$ cat config.mk
export PLATFORM = sky130hd
export DESIGN_NAME = dmem_arbiter
export DESIGN_NICKNAME = d
export VERILOG_FILES = /design/src/rtl/dmem_arbiter.sv
export SDC_FILE = /design/constraint.sdc
export NUM_CORES = 1
export LEC_CHECK = 0
export BUFFER_PORTS_ARGS = -buffer_cell sky130_fd_sc_hd__buf_2
export CAP_MARGIN = 20
export CELL_PAD_IN_SITES_DETAIL_PLACEMENT = 1
export CELL_PAD_IN_SITES_GLOBAL_PLACEMENT = 2
export CORE_MARGIN = 2
export CORE_UTILIZATION = 28
export CTS_CLUSTER_SIZE = 14
export DETAILED_ROUTE_END_ITERATION = 16
export GPL_ROUTABILITY_DRIVEN = 0
export PLACE_DENSITY_LB_ADDON = 0.1
export SLEW_MARGIN = 20
export SYNTH_ARGS = -nofsm -noshare
export SYNTH_HDL_FRONTEND = slang
export SYNTH_SLANG_ARGS = --single-unit
$ cat constraint.sdc
create_clock -name clk -period 3 [get_ports clk]
set_input_delay 0.45 -clock clk [delete_from_list [all_inputs] [get_ports clk]]
set_output_delay 0.45 -clock clk [all_outputs]
set_load 0.02 [all_outputs]
$ cat src/rtl/dmem_arbiter.sv
// Round-robin arbiter sharing one data-memory port between the CPU MEM stage and a debug/loader port.
// Optional read-return watchdog is compiled in when DMEM_ARB_TIMEOUT_EN is defined.
module dmem_arbiter #(
   parameter int ADDR_W         = 32,
   parameter int DATA_W         = 32,
   parameter int TIMEOUT_CYCLES = 64
) (
   input  logic                clk,
   input  logic                rst_n,

   input  logic                cpu_req_i,
   input  logic                cpu_we_i,
   input  logic [ADDR_W-1:0]   cpu_addr_i,
   input  logic [DATA_W-1:0]   cpu_wdata_i,
   input  logic [DATA_W/8-1:0] cpu_be_i,
   output logic                cpu_ack_o,
   output logic [DATA_W-1:0]   cpu_rdata_o,
   output logic                cpu_stall_o,

   input  logic                dbg_req_i,
   input  logic                dbg_we_i,
   input  logic [ADDR_W-1:0]   dbg_addr_i,
   input  logic [DATA_W-1:0]   dbg_wdata_i,
   input  logic [DATA_W/8-1:0] dbg_be_i,
   output logic                dbg_ack_o,
   output logic [DATA_W-1:0]   dbg_rdata_o,

   output logic                mem_valid_o,
   input  logic                mem_ready_i,
   output logic                mem_we_o,
   output logic [ADDR_W-1:0]   mem_addr_o,
   output logic [DATA_W-1:0]   mem_wdata_o,
   output logic [DATA_W/8-1:0] mem_be_o,
   input  logic                mem_rvalid_i,
   input  logic [DATA_W-1:0]   mem_rdata_i,

   output logic                err_o
);

   localparam int BE_W = DATA_W / 8;

   typedef enum logic [1:0] {IDLE, REQ, WAIT_R, RESP} state_t;

   state_t            state;
   logic              last_dbg;   // 1 = debug port won the most recent grant
   logic              gnt_dbg;

   logic              pick_dbg;
   logic              sel_we;
   logic [ADDR_W-1:0] sel_addr;
   logic [DATA_W-1:0] sel_wdata;
   logic [BE_W-1:0]   sel_be;
   logic              done;
   logic [DATA_W-1:0] done_data;
   logic              timeout_hit;

   // On a tie the requester that did not win last time is chosen.
   assign pick_dbg  = dbg_req_i & (~cpu_req_i | ~last_dbg);
   assign sel_we    = pick_dbg ? dbg_we_i    : cpu_we_i;
   assign sel_addr  = pick_dbg ? dbg_addr_i  : cpu_addr_i;
   assign sel_wdata = pick_dbg ? dbg_wdata_i : cpu_wdata_i;
   assign sel_be    = pick_dbg ? dbg_be_i    : cpu_be_i;

   assign cpu_stall_o = cpu_req_i & ~cpu_ack_o;

`ifdef DMEM_ARB_TIMEOUT_EN
   localparam int CNT_W = ($clog2(TIMEOUT_CYCLES) > 8) ? $clog2(TIMEOUT_CYCLES) : 8;
   logic [CNT_W-1:0] wait_cnt;

   assign timeout_hit = (state == WAIT_R) && !mem_rvalid_i &&
                        (wait_cnt == CNT_W'(TIMEOUT_CYCLES - 1));
`else
   assign timeout_hit = 1'b0;
`endif

   // NOTE: every always_comb output gets a default first, so no path leaves it unassigned and infers a latch.
   always_comb begin
      done      = 1'b0;
      done_data = '0;
      if (state == REQ && mem_ready_i && mem_we_o) begin
         done = 1'b1;
      end else if (state == WAIT_R && mem_rvalid_i) begin
         done      = 1'b1;
         done_data = mem_rdata_i;
      end else if (timeout_hit) begin
         done      = 1'b1;
         done_data = DATA_W'(32'hDEAD_BEEF);
      end
   end

   // NOTE: sequential state uses non-blocking assignments so every flop samples pre-edge values.
   always_ff @(posedge clk or negedge rst_n) begin
      if (!rst_n) begin
         state       <= IDLE;
         last_dbg    <= 1'b1;
         gnt_dbg     <= 1'b0;
         cpu_ack_o   <= 1'b0;
         cpu_rdata_o <= '0;
         dbg_ack_o   <= 1'b0;
         dbg_rdata_o <= '0;
         mem_valid_o <= 1'b0;
         mem_we_o    <= 1'b0;
         mem_addr_o  <= '0;
         mem_wdata_o <= '0;
         mem_be_o    <= '0;
      end else begin
         cpu_ack_o <= 1'b0;
         dbg_ack_o <= 1'b0;

         if (done) begin
            if (gnt_dbg) begin
               dbg_ack_o   <= 1'b1;
               dbg_rdata_o <= done_data;
            end else begin
               cpu_ack_o   <= 1'b1;
               cpu_rdata_o <= done_data;
            end
         end

         case (state)
            IDLE: begin
               if (cpu_req_i || dbg_req_i) begin
                  gnt_dbg     <= pick_dbg;
                  last_dbg    <= pick_dbg;
                  mem_valid_o <= 1'b1;
                  mem_we_o    <= sel_we;
                  mem_addr_o  <= sel_addr & ~ADDR_W'(3);
                  mem_wdata_o <= sel_wdata;
                  mem_be_o    <= sel_we ? sel_be : '1;
                  state       <= REQ;
               end
            end
            REQ: begin
               if (mem_ready_i) begin
                  mem_valid_o <= 1'b0;
                  state       <= mem_we_o ? RESP : WAIT_R;
               end
            end
            WAIT_R: begin
               if (done) state <= RESP;
            end
            RESP:    state <= IDLE;
            default: state <= IDLE;
         endcase
      end
   end

`ifdef DMEM_ARB_TIMEOUT_EN
   // Counter sits at zero outside WAIT_R, so each read-return wait starts counting from zero.
   always_ff @(posedge clk or negedge rst_n) begin
      if (!rst_n) begin
         wait_cnt <= '0;
         err_o    <= 1'b0;
      end else begin
         if (state != WAIT_R) begin
            wait_cnt <= '0;
         end else if (!done) begin
            wait_cnt <= wait_cnt + CNT_W'(1);
         end
         if (timeout_hit) err_o <= 1'b1;
      end
   end
`else
   assign err_o = 1'b0;
`endif

endmodule
==> summary.md <==
| Metric | Value |
|---|---|
| Total CTS buffers | `17` |
| Starting Density | `28.6%` |
| Yosys top cell area share | `59.3%` |
| Most frequent cells in the layout | `buf_2 (305), dfrtp_1 (137), mux2i_1 (66)` |
| Worst EP required | `3.30 ns` |
| Flop-to-flop setup slack | `1.01 ns` |
| DR vias | `4851` |
| Critical Path Start | `state[1]` |
| Syn Area/Cell | `12.0 sq um` |
| Critical Path Sink Type | `flip-flop` |
| DIE WIDTH | `148 um` |
| Max Transition Viols Final | `0` |
| Area of the multi-input gates | `0.00206 sq mm` |
| Worst-Skew Late Latency | `0.42 ns` |
| Hold buffers post-CTS | `0` |
| Synthesized area | `0.00578 sq mm` |
| Chip Height | `148 um` |
| Die area | `0.0218 sq mm` |
| Setup_tns | `0 ns` |
| Synth area leaders | `dfrtp_1 (59%), mux2i_1 (11%), a22o_1 (9.7%)` |
| Non-filler cells, final | `1071` |
| Worst Skew | `0.00998 ns` |
| WS Path Type | `flip-flop to flip-flop` |
| Setup crit start kind | `flip-flop` |
| Max clock buf depth | `2` |
| Post-CTS Resized | `0` |
| Cell count after placement | `1037` |
| Main synth FF type | `dfrtp_1` |
| Yosys warns | `0` |
| Yosys cell types | `32` |
| CTS tree | `done` |
| Sequential-to-total area share from yosys stat | `59.8%` |
| Slew HR | `41.2%` |
| # DRC | `0` |
| Num rows | `52` |
| Area grow syn2layout | `42.1%` |
| Gr ovfl total | `0` |
| Antenna violation net count after detailed routing | `0` |
| 1st-pass router iterations | `4` |
| Reg2reg end | `cpu_rdata_o[24]` |
| Area leader, netlist | `dfrtp_1` |
| Clk sink count | `138` |
| Filler cells | `2318` |
| Fmax achieved | `503 MHz` |
| GRT Overall Usage | `17.2%` |
| Util after Layout | `40.6%` |
| H-tree depth | `4` |
| Via-per-instance ratio | `4.53` |
| Status | `finished clean` |
| Final hold vios | `0` |
| Worst-path clk slew | `0.06 ns` |
| Yosys reg bits | `138` |
| WL/cell | `17.0 um` |
| Power density cells | `1120 mW/mm^2` |
| Number of top-level pins | `314` |
| Vias in the first global route | `5293` |
| Final HPWL DP | `13.5 mm` |
| Async SR Flop Fraction | `100%` |
| Tot Pwr | `9.21 mW` |
| Min Tclk post-route | `1.99 ns` |
| Actual slew at the worst max-slew pin | `0.879 ns` |
| # Post-CTS Setup Buffers | `0` |
| Crit path largest cell delay | `0.40 ns` |
| # Max-Cap Violations | `0` |
| DRT iter0 DRCs | `215` |
| RSZ-0062 raised after global routing | `false` |
| Most common cell after layout, fill and taps aside | `buf_2` |
| Hold Path Class | `primary input to asynchronous set/reset pin` |
| Cell Chain, Critical Path | `inv_1 -> ha_1 -> nand3_1 -> a21boi_1 -> or2_1 -> buf_4 -> a22o_1` |
| Final setup fails | `0` |
| Post-layout nets | `966` |
| Pleak | `4.35 nW` |
| Global-route wire length before repair | `29.0 mm` |
| Initial antenna violation count | `2` |
| Crit-path slowest cell | `dfrtp_1` |
| CP Max Fanout | `33` |
| PortBufs | `306` |
| Pin count of the biggest net entering global routing | `126` |
| Post-Synthesis Cells | `482` |
| Fin crit share | `66.3%` |
| Reg-to-reg critical path startpoint | `state[1]` |
| Reg2Reg Depth | `7` |
| Ratio of cells with drive above 1 in the final layout | `44.9%` |
| Number of enable flip-flop cells after synthesis | `0` |
| CTS Root Buffer Type | `clkbuf_16` |
| CP arrival | `2.29 ns` |
| Area occupied by registers | `0.00345 sq mm` |
| VDD IR max | `382 uV` |
| Drt total wl | `18.2 mm` |
| Core area | `0.0202 sq mm` |
-- worst max-delay path by stage --
stage / endpoint
floorplan: cpu_rdata_o[10]
global placement: mem_addr_o[22]
detailed placement: mem_addr_o[22]
CTS: mem_addr_o[22]
global route: cpu_rdata_o[24]
finish: cpu_rdata_o[24]
-- routing by layer --
layer	part of all wire [%]	GRT usage (%)	routed length, um	vias to the layer above
li1	-	-	-	2323
met5	0.071	0	13	-
met4	1.4	5.87	262	2
met2	50	29.0	9090	179
met3	8.0	5.93	1450	18
met1	41	20.5	7400	2329
-- area by class of cell --
type / instances / area share [%]
tap: 270 / 4.11
sequential: 138 / 42.1
antenna: 2 / 0.0609
clock buffer: 17 / 5.18
multi-input combinational: 300 / 25.1
timing repair buffer: 322 / 20.8
clock inverter: 15 / 2.32
inverter: 7 / 0.320
-- metrics by stage --
| stage | cell area, sq um | worst slack (ns) | hold WS, ns |
|---|---|---|---|
| 2_1_floorplan | 5790 | 1.30 | 0.154 |
| 3_3_place_gp | 7590 | 0.799 | 0.458 |
| 6_report | 8210 | 1.01 | 0.0425 |
| 3_5_place_dp | 7590 | 0.708 | 0.465 |
| 4_1_cts | 8210 | 1.02 | 0.0729 |
| 5_1_grt | 8210 | 0.911 | 0.0870 |
-- critical path, delay by kind of cell, from the launching register on --
kind	cells	cell delay, ns
AO/OA/AOI/OAI	2	0.47
adder cells (fa/ha/maj)	1	0.23
buffers and inverters	2	0.39
flip-flops	1	0.40
AND/OR/NAND/NOR	2	0.36
-- synthesized netlist by cell type, types with 2 or more instances --
cell      count
a21boi_1      2
a21oi_1       6
a22o_1       64
buf_2        14
buf_4         8
buf_6         4
buf_8         2
clkbuf_1      9
dfrtp_1     137
ha_1          4
inv_1         7
mux2i_1      66
nand2_1      64
nand2b_1      2
nand3_1       2
nor2_1        9
nor2b_1       2
o21ai_0      52
o21ai_1      15
-- report_power, final --
| part | leakage (nW) | switching, mW | internal (mW) |
|---|---|---|---|
| combinational | 2.32 | 2.44 | 1.42 |
| clock | 0.298 | 0.849 | 1.33 |
| sequential | 1.74 | 0.449 | 2.73 |
| total | 4.35 | 3.74 | 5.48 |
-- cell families (layout without fill, tap and decap cells) --
| family | after synthesis | in the layout | synth area share, % |
|---|---|---|---|
| buffers and inverters | 46 | 361 | 5.02 |
| DFF | 138 | 138 | 59.8 |
| and+or+nand+nor | 81 | 81 | 5.59 |
| AOI/OAI and AO/OA | 146 | 146 | 17.2 |
| muxes | 66 | 66 | 11.4 |
| other | 1 | 5 | 0.0649 |
| adders and majority gates | 4 | 4 | 0.866 |
-- sequential cells by signal, summed over array words and instances, names as in the netlist --
signal       flops
cpu_rdata_o     32
dbg_rdata_o     32
mem_wdata_o     32
mem_addr_o      30
mem_be_o         4
state            2
cpu_ack_o        1
dbg_ack_o        1
gnt_dbg          1
last_dbg         1
mem_valid_o      1
mem_we_o         1
Power figures use the tool's default switching activity.
